==> src/rtl/multi_channel_burst_scheduler.sv <==
`default_nettype none
// ============================================================================
// Module   : multi_channel_burst_scheduler
// Purpose  : Splits one beat stream into fixed-size bursts and dispatches them
//            round-robin across NUM_CH AXI write-master engines. The next
//            engine is pre-armed while the current one streams. The buffer
//            window can be filled linearly or used as a ring. If any HP FIFO
//            reaches the warning level, the run halts and restarts from the
//            base address.
// Ports    : clk, rst                      clock, sync active-high reset
//            start, wrap_mode              run control (start edge launches)
//            data_en, data                 incoming beat stream
//            base_addr, end_addr           buffer window [base, end)
//            warn_thres, cancel_thres      FIFO hysteresis thresholds
//            fifo_cnt, txn_done, m_wready  per-engine feedback
//            init_txn, bias_addr           per-engine arm pulse and address
//            ch_data_en, ch_data           forwarded beat (1-cycle latency)
//            wready_out, active_ch         currently streaming engine
//            write_done, halted, protocol_err, restart_count, state  status
// Revision : 1.0  initial release
// ============================================================================
module multi_channel_burst_scheduler #(
    parameter int NUM_CH     = 4,
    parameter int ADDR_WIDTH = 32,
    parameter int DATA_WIDTH = 32,
    parameter int BURST_LEN  = 16,
    parameter int CNT_WIDTH  = 8,
    parameter int CH_W       = $clog2(NUM_CH)
) (
    input  logic                         clk,
    input  logic                         rst,
    input  logic                         start,
    input  logic                         wrap_mode,
    input  logic                         data_en,
    input  logic [DATA_WIDTH-1:0]        data,
    input  logic [ADDR_WIDTH-1:0]        base_addr,
    input  logic [ADDR_WIDTH-1:0]        end_addr,
    input  logic [CNT_WIDTH-1:0]         warn_thres,
    input  logic [CNT_WIDTH-1:0]         cancel_thres,
    input  logic [NUM_CH*CNT_WIDTH-1:0]  fifo_cnt,
    input  logic [NUM_CH-1:0]            txn_done,
    input  logic [NUM_CH-1:0]            m_wready,
    output logic [NUM_CH-1:0]            init_txn,
    output logic [NUM_CH*ADDR_WIDTH-1:0] bias_addr,
    output logic [NUM_CH-1:0]            ch_data_en,
    output logic [DATA_WIDTH-1:0]        ch_data,
    output logic                         wready_out,
    output logic [CH_W-1:0]              active_ch,
    output logic                         write_done,
    output logic                         halted,
    output logic                         protocol_err,
    output logic [15:0]                  restart_count,
    output logic [2:0]                   state
);
    localparam int BURST_BYTES = BURST_LEN * DATA_WIDTH / 8;
    // One extra bit so window compares cannot wrap near the top of memory.
    localparam logic [ADDR_WIDTH:0]   c_BURST_EXT  = (ADDR_WIDTH+1)'(BURST_BYTES);
    localparam logic [ADDR_WIDTH-1:0] c_BURST_ADDR = ADDR_WIDTH'(BURST_BYTES);

    typedef enum logic [2:0] {
        S_IDLE      = 3'd0,
        S_ARM       = 3'd1,
        S_WAIT_DATA = 3'd2,
        S_STREAM    = 3'd3,
        S_DONE      = 3'd4,
        S_HALT      = 3'd5
    } state_t;

    state_t                r_state;
    logic                  r_start_q;
    logic                  r_data_en_q;
    logic                  r_wrap;
    logic [ADDR_WIDTH-1:0] r_base;
    logic [ADDR_WIDTH-1:0] r_end;
    logic [ADDR_WIDTH-1:0] r_next_addr;
    logic [CH_W-1:0]       r_active_ch;
    logic                  r_armed;
    logic [ADDR_WIDTH-1:0] r_bias [NUM_CH];

    logic [NUM_CH-1:0]     w_warn_vec;
    logic [NUM_CH-1:0]     w_clear_vec;

    function automatic logic [CH_W-1:0] f_next_ch(input logic [CH_W-1:0] ch);
        if (ch == CH_W'(NUM_CH - 1)) begin
            return '0;
        end
        return ch + CH_W'(1);
    endfunction

    generate
        for (genvar gi = 0; gi < NUM_CH; gi++) begin : g_chan
            assign w_warn_vec[gi]  = (fifo_cnt[gi*CNT_WIDTH +: CNT_WIDTH] >= warn_thres);
            assign w_clear_vec[gi] = (fifo_cnt[gi*CNT_WIDTH +: CNT_WIDTH] <= cancel_thres);
            assign bias_addr[gi*ADDR_WIDTH +: ADDR_WIDTH] = r_bias[gi];
        end
    endgenerate

    logic [NUM_CH-1:0]     w_active_oh;
    logic                  w_halt, w_start_rise, w_data_rise, w_done_active, w_stray;
    logic                  w_fits, w_can_arm, w_enter, w_switch, w_fwd, w_win_small;
    logic [CH_W-1:0]       w_nxt, w_nxt2, w_prearm_ch, w_fwd_ch;
    logic [ADDR_WIDTH-1:0] w_arm_addr;

    assign w_active_oh   = NUM_CH'(1) << r_active_ch;
    assign w_halt        = ((r_state == S_WAIT_DATA) || (r_state == S_STREAM)) && (|w_warn_vec);
    assign w_start_rise  = start && !r_start_q;
    assign w_data_rise   = data_en && !r_data_en_q;
    assign w_done_active = |(txn_done & w_active_oh);
    assign w_stray       = ((r_state == S_IDLE) || (r_state == S_DONE)) ? (|txn_done)
                                                                        : (|(txn_done & ~w_active_oh));
    assign w_nxt         = f_next_ch(r_active_ch);
    assign w_nxt2        = f_next_ch(w_nxt);
    assign w_fits        = ({1'b0, r_next_addr} + c_BURST_EXT) <= {1'b0, r_end};
    assign w_can_arm     = start && (w_fits || r_wrap);
    // In ring mode a burst that would overrun the window restarts at base.
    assign w_arm_addr    = w_fits ? r_next_addr : r_base;
    assign w_win_small   = {1'b0, end_addr} < ({1'b0, base_addr} + c_BURST_EXT);
    assign w_enter       = (r_state == S_WAIT_DATA) && !w_halt && w_data_rise;
    assign w_switch      = (r_state == S_STREAM) && !w_halt && w_done_active && r_armed;
    // On entry the channel after the active one is pre-armed; on a switch the
    // one after the new active channel.
    assign w_prearm_ch   = w_switch ? w_nxt2 : w_nxt;
    // A beat arriving with txn_done already belongs to the next burst.
    assign w_fwd_ch      = w_switch ? w_nxt : r_active_ch;
    assign w_fwd         = w_enter ||
                           ((r_state == S_STREAM) && !w_halt && !(w_done_active && !r_armed));

    assign wready_out = m_wready[r_active_ch];
    assign active_ch  = r_active_ch;
    assign state      = r_state;

    always_ff @(posedge clk) begin
        if (rst) begin
            r_state       <= S_IDLE;
            r_start_q     <= 1'b0;
            r_data_en_q   <= 1'b0;
            r_wrap        <= 1'b0;
            r_base        <= '0;
            r_end         <= '0;
            r_next_addr   <= '0;
            r_active_ch   <= '0;
            r_armed       <= 1'b0;
            init_txn      <= '0;
            ch_data_en    <= '0;
            ch_data       <= '0;
            write_done    <= 1'b0;
            halted        <= 1'b0;
            protocol_err  <= 1'b0;
            restart_count <= '0;
            for (int i = 0; i < NUM_CH; i++) begin
                r_bias[i] <= ADDR_WIDTH'(i * BURST_BYTES);
            end
        end else begin
            r_start_q   <= start;
            r_data_en_q <= data_en;
            ch_data     <= data;
            init_txn    <= '0;
            ch_data_en  <= (data_en && w_fwd) ? (NUM_CH'(1) << w_fwd_ch) : '0;
            if (w_stray) begin
                protocol_err <= 1'b1;
            end

            if (w_halt) begin
                r_state <= S_HALT;
                halted  <= 1'b1;
                if (restart_count != '1) begin
                    restart_count <= restart_count + 16'd1;
                end
            end else begin
                case (r_state)
                    S_IDLE: begin
                        if (w_start_rise) begin
                            r_base      <= base_addr;
                            r_end       <= end_addr;
                            r_wrap      <= wrap_mode;
                            r_next_addr <= base_addr;
                            r_active_ch <= '0;
                            r_armed     <= 1'b0;
                            if (w_win_small) begin
                                r_state    <= S_DONE;
                                write_done <= 1'b1;
                            end else begin
                                r_state <= S_ARM;
                            end
                        end
                    end
                    S_ARM: begin
                        init_txn             <= w_active_oh;
                        r_bias[r_active_ch]  <= r_next_addr;
                        r_next_addr          <= r_next_addr + c_BURST_ADDR;
                        r_armed              <= 1'b0;
                        r_state              <= S_WAIT_DATA;
                    end
                    S_WAIT_DATA: begin
                        if (w_data_rise) begin
                            r_state <= S_STREAM;
                        end
                    end
                    S_STREAM: begin
                        if (w_done_active) begin
                            if (r_armed) begin
                                r_active_ch <= w_nxt;
                                r_armed     <= 1'b0;
                            end else begin
                                r_state    <= S_DONE;
                                write_done <= 1'b1;
                            end
                        end
                    end
                    S_DONE: begin
                        if (!start) begin
                            r_state    <= S_IDLE;
                            write_done <= 1'b0;
                        end
                    end
                    S_HALT: begin
                        if (&w_clear_vec) begin
                            r_next_addr <= r_base;
                            r_active_ch <= '0;
                            r_armed     <= 1'b0;
                            halted      <= 1'b0;
                            r_state     <= S_ARM;
                        end
                    end
                    default: r_state <= S_IDLE;
                endcase

                // Pre-arm overrides the armed-flag clear done by a switch.
                if ((w_enter || w_switch) && w_can_arm) begin
                    init_txn            <= NUM_CH'(1) << w_prearm_ch;
                    r_bias[w_prearm_ch] <= w_arm_addr;
                    r_next_addr         <= w_arm_addr + c_BURST_ADDR;
                    r_armed             <= 1'b1;
                end
            end
        end
    end
endmodule
`default_nettype wire

==> config.mk <==
export PLATFORM = sky130hd
export DESIGN_NAME = multi_channel_burst_scheduler
export DESIGN_NICKNAME = d
export VERILOG_FILES = /design/src/rtl/multi_channel_burst_scheduler.sv
export SDC_FILE = /design/constraint.sdc
export NUM_CORES = 1
export LEC_CHECK = 0
export ABC_AREA = 1
export BUFFER_PORTS_ARGS = -buffer_cell sky130_fd_sc_hd__clkbuf_2
export CELL_PAD_IN_SITES_DETAIL_PLACEMENT = 0
export CELL_PAD_IN_SITES_GLOBAL_PLACEMENT = 1
export CORE_MARGIN = 2
export CORE_UTILIZATION = 44
export CTS_BUF_LIST = sky130_fd_sc_hd__clkbuf_16
export DETAILED_ROUTE_END_ITERATION = 6
export PLACE_DENSITY = 0.84
export SKIP_CTS_REPAIR_TIMING = 1
export SLEW_MARGIN = 20
export SYNTH_ARGS = -nofsm -noshare
export SYNTH_HDL_FRONTEND = slang
export SYNTH_SLANG_ARGS = --single-unit
==> constraint.sdc <==
create_clock -name clk -period 11.6 [get_ports clk]
set_input_delay 1.16 -clock clk [delete_from_list [all_inputs] [get_ports clk]]
set_output_delay 1.16 -clock clk [all_outputs]
set_load 0.03 [all_outputs]
# After elaboration in Yosys (flattened, before gate mapping)
# Memory sizes are Yosys's and may differ from the RTL's.
# Cells that the tools add are included.
# classes
add_sub_neg	7
magnitude_cmp	11
eq_ne	25
n_shift	3
n_mux	61
bitwise	5
reduce_logical	48
# ops
operator	n
$mux 32	6
$pmux 32 s3	1
$add 32x7->33 const B	2
$add 32x7->32 const B	2
$reduce_or 32->1	2
$le 33x32->1	1
$lt 32x33->1	1
$ge 8x8->1	4
$le 8x8->1	4
$mux 1	27
$mux 2	12
$mux 3	8
$ne 3x3->1 const B	7
$pmux 3 s6	1
$reduce_and 6->1	3
$add 16x1->16 const B	1
$ne 16x16->1 const B	1
$ne 2x2->1 const B	8
$reduce_or 4->1	4
$logic_and 1x1->1	13
$shl 1x2->4 const A	3
$and 4x4->4	2
$mux 4	2
$reduce_and 4->1	2
25 further kinds	43
# totals
regBits	164
ramBits	128
output_inout_bits	193
elab_cells	178
n_memories	1
# memory_table
memory	words	word_bits	read_ports	rd_ports_with_merged_regs	wr	line_no	rtl
r_bias	4	32	4	0	4	78	logic [ADDR_WIDTH-1:0] r_bias [NUM_CH];

# Logic depth before layout (Yosys ltp)
# Gate-level depths: netlist of the first run.
# logic_depth
depth_word	15
mapped_depth	35
mapped_depth_nobuf	32

# Least setup slack after synthesis of the first run
# OpenSTA, ideal clock, no wires.
# synth_path
path_type	register to register
from	register r_next_addr[8]
to	memory r_bias[3][0], enable pin
setup_ns	0.421
t_arrival_ns	4.912
setup_slack_ns	6.267
path_stages_with_launch	29
n_path_buf	0
period_less_slack_ns	5.333
cell_sequence	dfxtp_1 > nand4_1 > nor2_1 > nand3_1 > nor2_1 > nand3_1 > nor2_1 > nand4_1 > nor2_1 > nand4_1 > and2_1 > ha_1 > nand2_1 > inv_1 > nand3_1 > nor3_1 > nand2_1 > nor2_1 > nand2_2 > nand2_4 > nand2_8 > or2_4 > nand3_4 > nor2_4 > nand2_1 > o21ai_2 > inv_2 > o31ai_1 > nor2_1
# synth_lines
element	line_no	rtl
start: declaration	75	logic [ADDR_WIDTH-1:0] r_next_addr;
start signal: assignment	176	r_next_addr <= base_addr;
start signal: assignment	190	r_next_addr <= r_next_addr + c_BURST_ADDR;
start signal: assignment	218	r_next_addr <= r_base;
end: declaration	78	

==> impl_metrics.env, run 1 <==
export IMPL_synth_edff_count=128
export IMPL_h_tree_depth=2
export IMPL_syn_inst=2172
export IMPL_p_per_area_nw_per_um2=201
export IMPL_first_pass_iters=5
export IMPL_fin_crit_sh_pct=56.8
export IMPL_post_route_min_period_ns=6.59
export IMPL_start_kind="flip-flop"
export IMPL_io_pins=350
export IMPL_drv_cap=0
export IMPL_vias_per_cell=5.19
export IMPL_cpMaxStageDelayCell="nand2_8"
export IMPL_synth_nets=2464
export IMPL_netlist_area_um2=17300
export IMPL_path_buf_inv=2
export IMPL_io_buffers=349
export IMPL_gr_total_overflow=0
export IMPL_clk_latency_ns=0.53
export IMPL_relSlewSlack_pct=29.4
export IMPL_r2r_setup_slack_ns=5.01
export IMPL_tns_ns=0
export IMPL_fillers=3754
export IMPL_pwr_share_comb_pct=40.6
export IMPL_swShare_pct=42.9
export IMPL_ys_seq_elements=292
export IMPL_finalCoreUtilization_pct=53.0
export IMPL_die_h_um=202
export IMPL_finalHoldViolations=0
export IMPL_crit_path_start="r_next_addr[7]$_SDFFE_PP0P_"
export IMPL_cp_max_fo=55
export IMPL_skew_ns=0.0149
export IMPL_antenna_left=0
export IMPL_drc=0
export IMPL_hold_path_startpoint="write_done$_SDFFE_PP0P_"
export IMPL_cts_buffer_depth=3
export IMPL_path_clk_slew_ns=0.06
export IMPL_worst_slack_ns=5.01
export IMPL_core_area_um2=38600
export IMPL_antenna_found_initial=0
export IMPL_cts_buffers=34
export IMPL_pwr_share_clk_pct=25.8
export IMPL_yosysUniqueCellTypes=60
export IMPL_cts_tree="done"
export IMPL_slew_violations=0
export IMPL_drt_total_wl_um=51500
export IMPL_p_int_mw=2.35
export IMPL_globalplace_congestion=0.904
export IMPL_synth_area_top_cells="edfxtp_1 22%, dfxtp_1 19%, ha_1 9.8%, nand2_1 7.8%, inv_1 6.7%"
export IMPL_dr_wl_met2_um=22400
export IMPL_crit_type="flip-flop to flip-flop"
export IMPL_vias=15746
export IMPL_place_hpwl_um=40600
export IMPL_vdd_drop_max_mv=0.111
export IMPL_synth_top_flop_cell="dfxtp_1"
export IMPL_worst_slew_pin_slew_ns=1.06
export IMPL_r2r_start="r_next_addr[7]$_SDFFE_PP0P_"
export IMPL_fmax_mhz=152
export IMPL_grt_max_degree=110
export IMPL_grt_pass1_vias=14552
export IMPL_start_util_pct=44.7
export IMPL_drt_iter0_drc=1188
export IMPL_p_seq_share_pct=33.6
export IMPL_rsz0062_at_grt="false"
export IMPL_yosysTopAreaCellShare_pct=22.3
export IMPL_dp_slack_ns=5.09
export IMPL_cpMostUsedCell="nor2_1"
export IMPL_drive_above_1_share_pct=20.9
export IMPL_antenna_cells=0
export IMPL_ys_seq_area_share_pct=41.3
export IMPL_setup_viol=0
export IMPL_root_buffer="clkbuf_16"
export IMPL_ys_warn_count=0
export IMPL_wl_met3_um=3350
export IMPL_switchingPower_mw=1.77
export IMPL_power_leakage_nw=9.23
export IMPL_cp_required_ns=11.77
export IMPL_avgSynthCellArea_um2=7.95
export IMPL_num_rows=72
export IMPL_cp_data_arrival_time_ns=6.76
export IMPL_yosysTopAreaCell="edfxtp_1"
export IMPL_drt_met1_wl_um=25100
export IMPL_grt_pass1_wl_um=80500
export IMPL_highest_layer="met4"
export IMPL_max_stage_delay_ns=0.50
export IMPL_critPathTopFamily="simple AND/OR/NAND/NOR gates"
export IMPL_cts_sinks=292
export IMPL_dieWidth_um=202
export IMPL_regArea_um2=7130
export IMPL_fin_nets=2784
export IMPL_syn_to_final_growth_pct=18.6
export IMPL_synth_async_reset_ratio_pct=0
export IMPL_status="finished, final reports clean"
export IMPL_multi_input_area_um2=8490
export IMPL_dieArea_um2=40800
export IMPL_wl_per_cell_um=17.0
export IMPL_power_total_mw=4.12
export IMPL_worstHoldPathType="flip-flop to flip-flop"
export IMPL_crit_path_end_kind="flip-flop"
export IMPL_track_usage_pct=24.9
[layout by cell type, fill, tap and decap left out, types with 25 or more instances in the layout]
master,count
clkbuf_2,349
nand3_1,105
nor2_1,242
nand2_2,25
inv_1,313
nand2_1,358
nor3_1,33
a21oi_1,168
o21ai_0,147
clkbuf_16,34
ha_1,135
xor2_1,37
edfxtp_1,128
o22ai_2,29
dfxtp_1,164
nand4_1,42
[synth_stat cells, drive strengths merged (7+ instances only)]
library cell    n
xor2           37
edfxtp        128
ha            135
dfxtp         164
a21oi         168
o221ai         17
inv           331
nand3         107
nor4            9
o22ai          42
nand4          43
buf            35
o2111ai         7
nand2         387
o21ai         165
nor3           36
o211ai         13
clkbuf         42
nor2          262
[worst paths after layout]
path                                                     to  cells past startpoint
worst min-delay path                write_done$_SDFFE_PP0P_                      2
worst min register to register      write_done$_SDFFE_PP0P_                      2
worst max register to register  r_bias[2][30]$_SDFFCE_PN0P_                     26
worst max-delay path            r_bias[2][30]$_SDFFCE_PN0P_                     26
[final cells by class]
type / count / area share [%]
Multi-Input combinational cell: 1470 / 41.5
Sequential cell: 292 / 34.8
Timing Repair Buffer: 361 / 8.97
Inverter: 333 / 6.11
Clock buffer: 34 / 4.16
Tap cell: 518 / 3.17
Clock inverter: 27 / 1.27
[flip-flops by register name, indices dropped and copies added, names as in the netlist]
register and cells:
active_ch 2, ch_data 32, ch_data_en 4, halted 1, init_txn 4, protocol_err 1, r_armed 1, r_base 32
r_bias 128, r_data_en_q 1, r_end 32, r_next_addr 32, r_start_q 1, r_wrap 1, restart_count 16, state 3
write_done 1
[per-stage QoR]
step | hold WS, ns | cell area [um2] | cells
5_1_grt | 0.474 | 20500 | 3035
6_report | 0.452 | 20500 | 3035
2_1_floorplan | 0.435 | 17300 | 2172
4_1_cts | 0.457 | 20500 | 3035
3_5_place_dp | 0.447 | 19400 | 2974
3_3_place_gp | 0.441 | 19400 | 2974
[tightest hold or removal path, delay by kind of cell, from the launching register on]
kind	cells	cell delay [ns]
DFF	1	0.31
buffers and inverters	1	0.05
AOI/OAI and AO/OA	1	0.05
[power by group through the flow]
stage	Sequential (mW)	Clock (mW)	Combinational, mW
detailed placement	1.40	0	1.65
floorplan	1.50	0	1.11
global placement	1.40	0	1.63
finish	1.39	1.06	1.67
CTS	1.38	1.08	1.65
global route	1.41	1.12	1.86
[layer usage]
metal,track usage (%),vias to the layer above
met2,38.2,556
met1,37.7,7216
met3,3.31,48
li1,-,7926
met5,0,-
met4,4.54,0
[kinds of logic after synthesis]
group,share of synthesized area (%)
simple gates,21.9
flops,41.3
fa+ha+maj,9.78
xor+xnor,1.93
compound gates,15.5
buf+inv,9.58
Note: power is estimated with default switching activity, not from simulation.
==> inputs of run 2 (changes only) <==
ABC_AREA = 0   (was 1)
CORE_UTILIZATION = 42   (was 44)
PLACE_DENSITY = 0.79   (was 0.84)
clock period = 6.1 ns   (was 11.6 ns; I/O delays follow)
==> impl_metrics.env, run 2 <==
export IMPL_vdd_drop_max_mv=0.232
export IMPL_track_usage_pct=24.6
export IMPL_worst_slew_pin_slew_ns=1.05
export IMPL_antenna_found_initial=0
export IMPL_synthXorXnorAreaFrac_pct=4.57
export IMPL_final_area_um2=20000
export IMPL_drive_above_1_share_pct=22.3
export IMPL_place_hpwl_um=38800
export IMPL_post_route_min_period_ns=5.65
export IMPL_synth_area_top_cells="edfxtp_1 23%, dfxtp_1 20%, ha_1 10%, nand2_1 5.5%, a21oi_1 4.1%"
export IMPL_swShare_pct=38.1
export IMPL_start_kind="flip-flop"
export IMPL_yosysTopAreaCell="edfxtp_1"
export IMPL_dieArea_um2=41300
export IMPL_root_buffer="clkbuf_16"
export IMPL_synth_commonest_cells="242 x nand2_1, 168 x nor2_1, 164 x dfxtp_1, 138 x a21oi_1, 135 x ha_1"
export IMPL_p_seq_share_pct=37.2
export IMPL_cts_buffers=34
export IMPL_synth_compound_area_share_pct=16.0
export IMPL_synth_top_flop_cell="dfxtp_1"
export IMPL_synth_most_common_cell="nand2_1"
export IMPL_cts_tree="done"
export IMPL_crit_path_start="r_next_addr[6]$_SDFFE_PP0P_"
export IMPL_first_pass_iters=5
export IMPL_slew_violations=0
export IMPL_synth_nets=2113
export IMPL_cts_sinks=292
export IMPL_syn_to_final_growth_pct=19.8
export IMPL_dieWidth_um=203
export IMPL_gr_total_overflow=0
export IMPL_clk_latency_ns=0.54
export IMPL_dp_slack_ns=0.182
export IMPL_fin_nets=2424
export IMPL_worstHoldPathType="primary input to flip-flop"
export IMPL_synth_top_family_by_area="simple AND/OR/NAND/NOR gates"
export IMPL_mostFrequentLayoutCell="clkbuf_2"
export IMPL_netlist_area_um2=16700
export IMPL_globalplace_congestion=0.926
export IMPL_antenna_cells=0
export IMPL_grt_max_degree=97
export IMPL_synthMuxAreaShare_pct=2.30
export IMPL_cpMaxStageDelayCell="or3_1"
export IMPL_ys_seq_area_share_pct=42.8
export IMPL_synth_simple_area_share_pct=18.8
export IMPL_critPathTopFamily="simple AND/OR/NAND/NOR gates"
export IMPL_finalCoreUtilization_pct=51.3
export IMPL_drv_cap=0
export IMPL_final_cells=2672
export IMPL_io_pins=350
export IMPL_status="finished, final reports clean"
export IMPL_fmax_mhz=177
export IMPL_rsz0062_at_grt="false"
export IMPL_drt_total_wl_um=51500
export IMPL_hold_path_startpoint="data[6]"
export IMPL_tns_ns=0
export IMPL_relSlewSlack_pct=30.1
export IMPL_setup_viol=0
export IMPL_skew_ns=0.0175
export IMPL_io_buffers=349
export IMPL_ys_seq_elements=292
export IMPL_power_total_mw=6.94
export IMPL_largest_register_ff_count=128
export IMPL_wl_per_cell_um=19.3
export IMPL_reg2reg_depth=22
export IMPL_fin_crit_sh_pct=92.6
export IMPL_final_cell_mix="348 x clkbuf_2, 242 x nand2_1, 166 x nor2_1, 163 x dfxtp_1, 138 x a21oi_1"
export IMPL_synthAdderAreaFrac_pct=10.1
export IMPL_cts_buffer_depth=3
export IMPL_grt_pass1_vias=13783
export IMPL_worst_slack_ns=0.452
export IMPL_pwr_share_clk_pct=28.9
export IMPL_p_per_area_nw_per_um2=348
export IMPL_finalHoldViolations=0
export IMPL_crit_chain="ha_1 > nand3_1 > or3_1 > nor2_1 > and3_1 > xor2_1 > ha_1 > nand3_1 > or3_1 > a211oi_2 > o31ai_1 > and3_1 > nor2_8 > mux2i_1 > inv_1 > ha_1 > nand2_1 > or3_1 > nor4_1 > mux2i_1 > o21a_1 > o31ai_1"
export IMPL_yosysUniqueCellTypes=83
export IMPL_max_stage_delay_ns=0.51
export IMPL_vias_per_cell=5.46
export IMPL_cp_num_cells=22
export IMPL_grt_pass1_wl_um=79700
export IMPL_vias=14576
export IMPL_switchingPower_mw=2.64
export IMPL_avgSynthCellArea_um2=9.15
export IMPL_place_area_um2=18900
export IMPL_antenna_left=0
export IMPL_pwr_share_comb_pct=33.9
export IMPL_path_clk_slew_ns=0.06
export IMPL_cp_max_fo=9
export IMPL_core_area_um2=38900
export IMPL_crit_path_end_kind="flip-flop"
export IMPL_hold_slack_ns=0.277
export IMPL_path_buf_inv=1
export IMPL_crit_type="flip-flop to flip-flop"
export IMPL_die_h_um=203
export IMPL_ys_warn_count=0
export IMPL_start_util_pct=42.8
export IMPL_power_leakage_nw=8.57
export IMPL_h_tree_depth=2
export IMPL_num_rows=72
export IMPL_synth_async_reset_ratio_pct=0
export IMPL_cp_required_ns=6.56
export IMPL_p_int_mw=4.30
export IMPL_yosysTopAreaCellShare_pct=23.1
export IMPL_drc=0
export IMPL_hold_depth=2
export IMPL_drt_iter0_drc=1227
export IMPL_largest_register="r_bias"
export IMPL_cp_data_arrival_time_ns=6.10
export IMPL_syn_inst=1821
export IMPL_post_place_cells=2614
export IMPL_synth_edff_count=128
export IMPL_r2r_start="r_next_addr[6]$_SDFFE_PP0P_"
## run 2: cell types whose count changed after synthesis, moves of 28 or more
cell,change
mux2i_1,+35
o22ai_2,-28
inv_1,-198
nand3_1,-31
xnor2_1,+44
nor2b_1,+44
o21ai_0,-103
o211ai_1,+33
nand2_1,-116
nor2_1,-77
a21oi_1,-30
## run 2: final timing paths
| kind | end | slack, ns |
|---|---|---|
| min reg2reg | r_end[9]$_SDFFE_PP0P_ | 0.45 |
| min | ch_data[6]$_SDFF_PP0_ | 0.28 |
| max reg2reg | r_next_addr[30]$_SDFFE_PP0P_ | 0.45 |
| max | r_next_addr[30]$_SDFFE_PP0P_ | 0.45 |
## run 2: per-layer routing
metal  vias to the layer above  track usage [%]  share of wire [%]
met5                         -                0                  0
met4                         0             6.26                1.9
met2                       577             36.2                 42
met1                      6881             37.2                 48
li1                       7059                -                  -
met3                        59             4.15                7.4
## run 2: cell type report
type,count,area (um2)
Multi-Input combinational cell,1317,8710
Tap cell,518,648
Timing Repair Buffer,377,1980
Clock buffer,35,876
Clock inverter,23,215
Inverter,110,413
Fill cell,3759,18900
Sequential cell,292,7130
## run 2: kinds of logic after synthesis
logic type               Yosys count
AND/OR/NAND/NOR                  672
AO/OA/AOI/OAI                    386
flip-flops                       292
buffers and inverters            212
adder cells (fa/ha/maj)          135
XOR/XNOR                          87
multiplexers                      37
## run 2: power groups by stage
stage | logic (mW) | clock network, mW | registers [mW]
final | 2.35 | 2.01 | 2.58
after global routing | 2.59 | 2.13 | 2.61
after detailed placement | 2.33 | 0 | 2.62
after floorplan | 1.58 | 0 | 2.69
after CTS | 2.34 | 2.05 | 2.57
after global placement | 2.31 | 0 | 2.61
==> inputs of run 3 (changes only) <==
CTS_CLUSTER_DIAMETER = 40   (was default)
PLACE_DENSITY = 0.84   (was 0.79)
==> impl_metrics.env, run 3 (synthesis gave the netlist of run 2 again) <==
export IMPL_place_area_um2=18900
export IMPL_grt_pass1_vias=13910
export IMPL_start_util_pct=42.8
export IMPL_worst_slack_ns=0.417
export IMPL_crit_path_start="r_next_addr[8]$_SDFFE_PP0P_"
export IMPL_relSlewSlack_pct=32.8
export IMPL_track_usage_pct=24.6
export IMPL_drt_iter0_drc=1087
export IMPL_skew_ns=0.0152
export IMPL_clk_latency_ns=0.58
export IMPL_mostFrequentLayoutCell="clkbuf_2"
export IMPL_setup_viol=0
export IMPL_start_kind="flip-flop"
export IMPL_core_area_um2=38900
export IMPL_status="finished, final reports clean"
export IMPL_hold_path_startpoint="data[7]"
export IMPL_io_buffers=349
export IMPL_fin_nets=2439
export IMPL_vdd_drop_max_mv=0.254
export IMPL_antenna_cells=0
export IMPL_dp_slack_ns=0.125
export IMPL_crit_chain="nand4_2 > nor4_4 > nand3_1 > nor3_1 > xnor2_1 > inv_1 > ha_1 > nand3_1 > or3_1 > a211oi_2 > o31ai_1 > and3_1 > nor2_8 > mux2i_1 > inv_1 > ha_1 > nand2_1 > or3_1 > nor4_1 > mux2i_1 > o21a_1 > o31ai_1"
export IMPL_crit_path_end_kind="flip-flop"
export IMPL_drive_above_1_share_pct=23.5
export IMPL_post_route_min_period_ns=5.68
export IMPL_root_buffer="clkbuf_16"
export IMPL_worst_slew_pin_slew_ns=1.00
export IMPL_cts_sinks=292
export IMPL_cp_required_ns=6.59
export IMPL_first_pass_iters=5
export IMPL_drv_cap=0
export IMPL_h_tree_depth=2
export IMPL_antenna_left=0
export IMPL_globalplace_congestion=0.892
export IMPL_die_h_um=203
export IMPL_cp_max_fo=9
export IMPL_path_clk_slew_ns=0.06
export IMPL_worstHoldPathType="primary input to flip-flop"
export IMPL_io_pins=350
export IMPL_finalHoldViolations=0
export IMPL_dieArea_um2=41300
export IMPL_slew_violations=0
export IMPL_final_cell_mix="348 x clkbuf_2, 242 x nand2_1, 166 x nor2_1, 163 x dfxtp_1, 138 x a21oi_1"
export IMPL_drc=0
export IMPL_largest_register_ff_count=128
export IMPL_rsz0062_at_grt="false"
export IMPL_drt_total_wl_um=51500
export IMPL_wl_per_cell_um=19.1
export IMPL_cp_data_arrival_time_ns=6.17
export IMPL_cpMaxStageDelayCell="dfxtp_1"
export IMPL_dieWidth_um=203
export IMPL_cts_buffer_depth=3
export IMPL_gr_total_overflow=0
export IMPL_vias_per_cell=5.44
export IMPL_antenna_found_initial=0
export IMPL_num_rows=72
export IMPL_cts_buffers=49
export IMPL_grt_max_degree=90
export IMPL_max_stage_delay_ns=0.54
export IMPL_fmax_mhz=176
export IMPL_vias=14695
export IMPL_r2r_start="r_next_addr[8]$_SDFFE_PP0P_"
export IMPL_tns_ns=0
export IMPL_place_hpwl_um=38700
export IMPL_p_per_area_nw_per_um2=375
export IMPL_cts_tree="done"
export IMPL_power_leakage_nw=8.82
export IMPL_final_area_um2=20600
export IMPL_grt_pass1_wl_um=79500
export IMPL_syn_to_final_growth_pct=23.4
export IMPL_fin_crit_sh_pct=93.2
export IMPL_crit_type="flip-flop to flip-flop"
export IMPL_largest_register="r_bias"
## run 3: per-layer routing
layer	vias up	GRT usage [%]	wire length, um
met2	588	36.7	22100
met1	6923	36.0	24300
met5	-	0	0
met4	0	6.96	960
li1	7116	-	-
met3	68	5.11	4140
## run 3: layout make-up
cell class | instances | area [um2]
fill | 3651 | 18400
inverter | 110 | 413
clock inverter | 40 | 437
multi-input combinational | 1317 | 8710
timing repair buffer | 377 | 2000
tap | 518 | 648
sequential | 292 | 7130
clock buffer | 49 | 1230
## run 3: where the power goes
part | leakage, nW | internal, mW | switching [mW] | total, mW
logic | 5.37 | 0.833 | 1.54 | 2.38
clock network | 0.799 | 1.71 | 1.04 | 2.75
registers | 2.66 | 2.30 | 0.278 | 2.58
total | 8.82 | 4.85 | 2.86 | 7.71
## run 3: critical path: cells and delay by family, from the launching register on
family,cells,cell delay [ns]
xor+xnor,1,0.20
compound gates,4,0.84
buf+inv,2,0.16
fa+ha+maj,2,0.56
mux,2,0.31
simple gates,11,2.98
flops,1,0.54
## run 3: through the flow
stage,power [mW],instances,util (%),hold WS (ns)
2_1_floorplan,4.27,1821,-,0.436
6_report,7.71,2703,52.8,0.244
3_5_place_dp,4.96,2614,48.5,0.448
5_1_grt,8.11,2703,52.8,0.233
3_3_place_gp,4.92,2614,48.5,0.446
4_1_cts,7.73,2703,52.8,0.220
## run 3: path summary, 6_finish.rpt
path | cells past startpoint | to | slack (ns)
max | 22 | r_next_addr[30]$_SDFFE_PP0P_ | 0.42
min | 2 | ch_data[7]$_SDFF_PP0_ | 0.24
max reg2reg | 22 | r_next_addr[30]$_SDFFE_PP0P_ | 0.42
min reg2reg | 2 | r_end[11]$_SDFFE_PP0P_ | 0.45
